File: src/rtl/main_write_drain.sv
// Drains the cache-to-main write FIFO: pops one (data, addr) entry, issues it as a
// single-word write held until mem_ack, counts completions and flags errors.
module main_write_drain #(
    parameter int FIFO_WIDTH     = 32,
    parameter int TIMEOUT_CYCLES = 255,
    parameter int CNT_WIDTH      = 16
) (
    input  logic                  clk_i,
    input  logic                  rst_i,
    input  logic                  fifo_empty_i,
    input  logic [FIFO_WIDTH-1:0] fifo_data_i,
    input  logic [FIFO_WIDTH-1:0] fifo_addr_i,
    output logic                  fifo_pop_o,
    output logic                  mem_we_o,
    output logic [FIFO_WIDTH-1:0] mem_addr_o,
    output logic [FIFO_WIDTH-1:0] mem_wdata_o,
    input  logic                  mem_ack_i,
    output logic                  busy_o,
    output logic                  err_timeout_o,
    output logic                  err_misalign_o,
    output logic [FIFO_WIDTH-1:0] err_addr_o,
    input  logic                  err_clr_i,
    output logic [CNT_WIDTH-1:0]  wr_count_o
);

    // state   | meaning
    // S_IDLE  | waiting for a FIFO entry; pops as soon as one is available
    // S_LOAD  | popped entry is on fifo_data/fifo_addr; check alignment, latch it
    // S_WRITE | mem_we held with stable addr/data until ack or timeout
    typedef enum logic [1:0] {
        S_IDLE  = 2'd0,
        S_LOAD  = 2'd1,
        S_WRITE = 2'd2
    } state_t;

    localparam int TW = (TIMEOUT_CYCLES > 1) ? $clog2(TIMEOUT_CYCLES + 1) : 1;
    localparam logic [TW-1:0] TMO_LAST = TW'(TIMEOUT_CYCLES - 1);

    state_t                state_q, state_d;
    logic [FIFO_WIDTH-1:0] addr_q, addr_d;
    logic [FIFO_WIDTH-1:0] data_q, data_d;
    logic [TW-1:0]         tmo_q, tmo_d;
    logic [CNT_WIDTH-1:0]  cnt_q, cnt_d;
    logic                  eto_q, eto_d;
    logic                  emis_q, emis_d;
    logic [FIFO_WIDTH-1:0] eaddr_q, eaddr_d;
    logic                  pop;

    always_ff @(posedge clk_i) begin
        if (rst_i) begin
            state_q <= S_IDLE;
            addr_q  <= '0;
            data_q  <= '0;
            tmo_q   <= '0;
            cnt_q   <= '0;
            eto_q   <= 1'b0;
            emis_q  <= 1'b0;
            eaddr_q <= '0;
        end else begin
            state_q <= state_d;
            addr_q  <= addr_d;
            data_q  <= data_d;
            tmo_q   <= tmo_d;
            cnt_q   <= cnt_d;
            eto_q   <= eto_d;
            emis_q  <= emis_d;
            eaddr_q <= eaddr_d;
        end
    end

    always_comb begin
        state_d = state_q;
        addr_d  = addr_q;
        data_d  = data_q;
        tmo_d   = tmo_q;
        cnt_d   = cnt_q;
        // Clear first so a same-cycle new error below overrides it.
        eto_d   = err_clr_i ? 1'b0 : eto_q;
        emis_d  = err_clr_i ? 1'b0 : emis_q;
        eaddr_d = eaddr_q;
        pop     = 1'b0;
        case (state_q)
            S_IDLE: begin
                if (!fifo_empty_i) begin
                    pop     = 1'b1;
                    state_d = S_LOAD;
                end
            end
            S_LOAD: begin
                if (fifo_addr_i[1:0] != 2'b00) begin
                    emis_d  = 1'b1;
                    eaddr_d = fifo_addr_i;
                    state_d = S_IDLE;
                end else begin
                    addr_d  = fifo_addr_i;
                    data_d  = fifo_data_i;
                    tmo_d   = '0;
                    state_d = S_WRITE;
                end
            end
            S_WRITE: begin
                if (mem_ack_i) begin
                    cnt_d = cnt_q + 1'b1;
                    if (!fifo_empty_i) begin
                        pop     = 1'b1;
                        state_d = S_LOAD;
                    end else begin
                        state_d = S_IDLE;
                    end
                end else if (tmo_q == TMO_LAST) begin
                    eto_d   = 1'b1;
                    eaddr_d = addr_q;
                    state_d = S_IDLE;
                end else begin
                    tmo_d = tmo_q + 1'b1;
                end
            end
            default: state_d = S_IDLE;
        endcase
    end

    // Pop is combinational; suppress it while reset is held so no entry is consumed.
    assign fifo_pop_o     = pop & ~rst_i;
    assign mem_we_o       = (state_q == S_WRITE);
    assign busy_o         = (state_q != S_IDLE);
    assign mem_addr_o     = addr_q;
    assign mem_wdata_o    = data_q;
    assign err_timeout_o  = eto_q;
    assign err_misalign_o = emis_q;
    assign err_addr_o     = eaddr_q;
    assign wr_count_o     = cnt_q;

endmodule
File: config.mk
export PLATFORM = sky130hd
export DESIGN_NAME = main_write_drain
export DESIGN_NICKNAME = d
export VERILOG_FILES = /design/src/rtl/main_write_drain.sv
export SDC_FILE = /design/constraint.sdc
export NUM_CORES = 1
export LEC_CHECK = 0
export BUFFER_PORTS_ARGS = -buffer_cell sky130_fd_sc_hd__buf_2
export CAP_MARGIN = 20
export CORE_MARGIN = 3
export CORE_UTILIZATION = 40
export CTS_CLUSTER_DIAMETER = 100
export DETAILED_ROUTE_END_ITERATION = 7
export HOLD_SLACK_MARGIN = 0.05
export PLACE_DENSITY = 0.69
export SLEW_MARGIN = 10
export SYNTH_ARGS = -nofsm -noshare
export SYNTH_HDL_FRONTEND = slang
export SYNTH_SLANG_ARGS = --single-unit
File: constraint.sdc
create_clock -name clk_i -period 3.3 [get_ports clk_i]
set_input_delay 0.495 -clock clk_i [delete_from_list [all_inputs] [get_ports clk_i]]
set_output_delay 0.495 -clock clk_i [all_outputs]
set_load 0.02 [all_outputs]
==> impl_metrics.env <==
export IMPL_syn_area_um2=5221
export IMPL_maxCapViolCount=0
export IMPL_htree_num_levels=4
export IMPL_synth_edf_count=0
export IMPL_drcViolationCount=0
export IMPL_drive_above_1_share=0.3425
export IMPL_ys_types=43
export IMPL_syn_avg_cell_area_um2=8.910
export IMPL_syn_nets=662
export IMPL_n_antenna_cell=0
export IMPL_holdBufCountCts=0
export IMPL_synth_compound_area_frac=0.2030
export IMPL_die_area_um2=14460
export IMPL_cp_start_kind="register"
export IMPL_crit_type="reg2out"
export IMPL_synth_xor_area_share=0.02181
export IMPL_start_util=0.4121
export IMPL_yosys_register_bits=124
export IMPL_required_ps=2800
export IMPL_yosysSeqAreaShare=0.4754
export IMPL_dpl_hpwl_um=9373
export IMPL_synth_top_family_by_area="compound AO/OA/AOI/OAI gates"
export IMPL_ant_nets=0
export IMPL_ys_flop_type="dfxtp_1"
export IMPL_die_h_um=120.3
export IMPL_cts_max_path_buffers=2
export IMPL_power_density_nw_per_um2=566.1
export IMPL_grt_max_degree=80
export IMPL_status="finished clean"
export IMPL_path_max_fanout=23
export IMPL_max_slew_worst_pin_slew_ps=957.2
export IMPL_die_w_um=120.3
export IMPL_max_freq_ghz=0.3729
export IMPL_yosys_warnings=0
export IMPL_min_period_over_period=0.8127
export IMPL_grt_util_all_layers=0.1955
export IMPL_synth_mux_area_frac=0.06135
export IMPL_cp_arrival_ps=2190
export IMPL_skew_ps=6.623
export IMPL_ctsResizeCount=0
export IMPL_clk_latency_ps=410
export IMPL_grt_pass1_wl_um=22690
export IMPL_drt_iter0_markers=293
export IMPL_synthArstFlopShare=0
export IMPL_path_clk_slew_ps=60
export IMPL_cts_setup_buffers=0
export IMPL_finalSetupTns_ps=0
export IMPL_gp_congestion=0.8135
export IMPL_io_pins=186
export IMPL_dpl_instance_area_um2=6231
export IMPL_cts_tree="yes"
export IMPL_rsz0062_at_grt="no"
export IMPL_cts_buffers=17
export IMPL_detail_route_wl_per_cell_um=14.74
export IMPL_p_leak_uw=0.002820
export IMPL_pwr_share_clk=0.466
export IMPL_pwr_share_seq=0.415
export IMPL_period_minus_slack_ps=2682
export IMPL_grt_pass1_vias=4627
export IMPL_finalSetupViolCount=0
export IMPL_final_area_um2=6807
export IMPL_wl_um=13810
export IMPL_finalHoldViolations=0
export IMPL_worst_setup_path_end_kind="primary output"
export IMPL_synth_area_leaders="dfxtp_1 (48%), nand2_1 (10%), a21oi_1 (10%), a211oi_2 (7.2%), mux2i_1 (6.1%)"
export IMPL_antenna_found_initial=0
export IMPL_max_stage_delay_ps=630
export IMPL_hold_path_class="in2reg"
export IMPL_synth_top_area_cell="dfxtp_1"
export IMPL_synthSimpleGateAreaFrac=0.1785
export IMPL_p_int_uw=2835
export IMPL_synth_most_common_cell="nand2_1"
export IMPL_maxSlewViolCount=0
export IMPL_synth_commonest_cells="nand2_1 (139), dfxtp_1 (124), a21oi_1 (104), mux2i_1 (32), a211oi_2 (30)"
export IMPL_synth_top_area_frac=0.4754
export IMPL_p_sw_uw=1019
export IMPL_ir_drop_uv=297.1
export IMPL_swShare=0.2644
export IMPL_vias_per_cell=5.049
export IMPL_io_buffers=185
export IMPL_slowest_stage="ha_2"
export IMPL_vias=4731
export IMPL_combPwrFrac=0.119
export IMPL_path_cells="inv_1, ha_2, buf_4, buf_2"
export IMPL_relSlewSlack=0.3619
export IMPL_fillers=1152
export IMPL_row_count=41
export IMPL_clock_sinks=124
export IMPL_grt_overflow=0
export IMPL_cts_root_buf="clkbuf_16"
export IMPL_areaGrowthSynthToFinish_pct=30.36
export IMPL_synthAdderAreaFrac=0.01677
export IMPL_syn_inst=586
export IMPL_core_um2=12670
export IMPL_drtPass1Iterations=4
export IMPL_layout_nets=828
[cell families after synthesis]
logic type	after synthesis
xor gates and xnor gates	13
DFF	124
buffers and inverters	49
adders and majority gates	7
muxes	32
AOI/OAI and AO/OA	156
and+or+nand+nor	205
[registers in the layout, indices dropped and copies added, names as in the netlist]
name,count
err_addr_o,32
mem_addr_o,32
mem_wdata_o,32
wr_count_o,16
tmo_q,8
state_q,2
err_misalign_o,1
err_timeout_o,1
[cell type report]
type                            count  area (um^2)  share of cell area
Inverter                            5        18.77            0.002757
Timing Repair Buffer              191        985.9              0.1449
Tap cell                          172        215.2             0.03162
Clock buffer                       17        425.4             0.06250
Multi-Input combinational cell    413         2529              0.3715
Sequential cell                   124         2482              0.3647
Clock inverter                     15        150.1             0.02206
[routing by layer]
metal | part of all wire | track usage | wire length, um | vias to the layer above
met5 | 0 | 0 | 0 | -
met1 | 0.44 | 0.2425 | 6108 | 2169
li1 | - | - | - | 2369
met2 | 0.46 | 0.3137 | 6367 | 173
met4 | 0.017 | 0.07153 | 231 | 0
met3 | 0.080 | 0.07063 | 1105 | 20
[through the flow]
| stage | hold WS, ps | utilization | setup WS (ps) | std cells | power (uW) |
|---|---|---|---|---|---|
| 2_1_floorplan | 465.4 | - | 1159 | 586 | 1934 |
| 3_3_place_gp | 439.0 | 0.4902 | 1051 | 904 | 2082 |
| 3_5_place_dp | 444.1 | 0.4918 | 1006 | 905 | 2093 |
| 4_1_cts | 292.3 | 0.5372 | 561.0 | 937 | 3899 |
| 5_1_grt | 307.9 | 0.5372 | 465.9 | 937 | 4021 |
| 6_report | 313.8 | 0.5372 | 618.1 | 937 | 3853 |
[cells in the final DEF (no fill, tap or decap), types with 9 or more instances in the layout]
master     instances
nor2_1            18
mux2i_1           32
nand2_1          138
nand4_1            9
dfxtp_1          124
a21oi_1          104
buf_2            184
xor2_1            12
clkbuf_16         17
a211oi_2          30
[final timing paths]
check / start / slack [ps] / depth (start not counted) / endpoint
hold / removal: fifo_data_i[30] / 310 / 3 / mem_wdata_o[30]
setup reg to reg: state_q[0] / 1060 / 6 / wr_count_o[15]
hold reg to reg: mem_wdata_o[12] / 450 / 2 / mem_wdata_o[12]
setup / recovery: state_q[0] / 620 / 4 / mem_we_o
[power by group through the flow]
stage	registers, uW	logic (uW)	clock network (uW)
CTS	1600	464	1840
finish	1600	459	1790
global placement	1630	452	0
global route	1610	506	1910
detailed placement	1630	462	0
floorplan	1700	230	0
[critical path: cells and delay by family, from the launching register on]
kind,cells,cell delay (ps)
adders and majority gates,1,630
buffers and inverters,3,800
DFF,1,320
(Power assumes the default switching activity.)
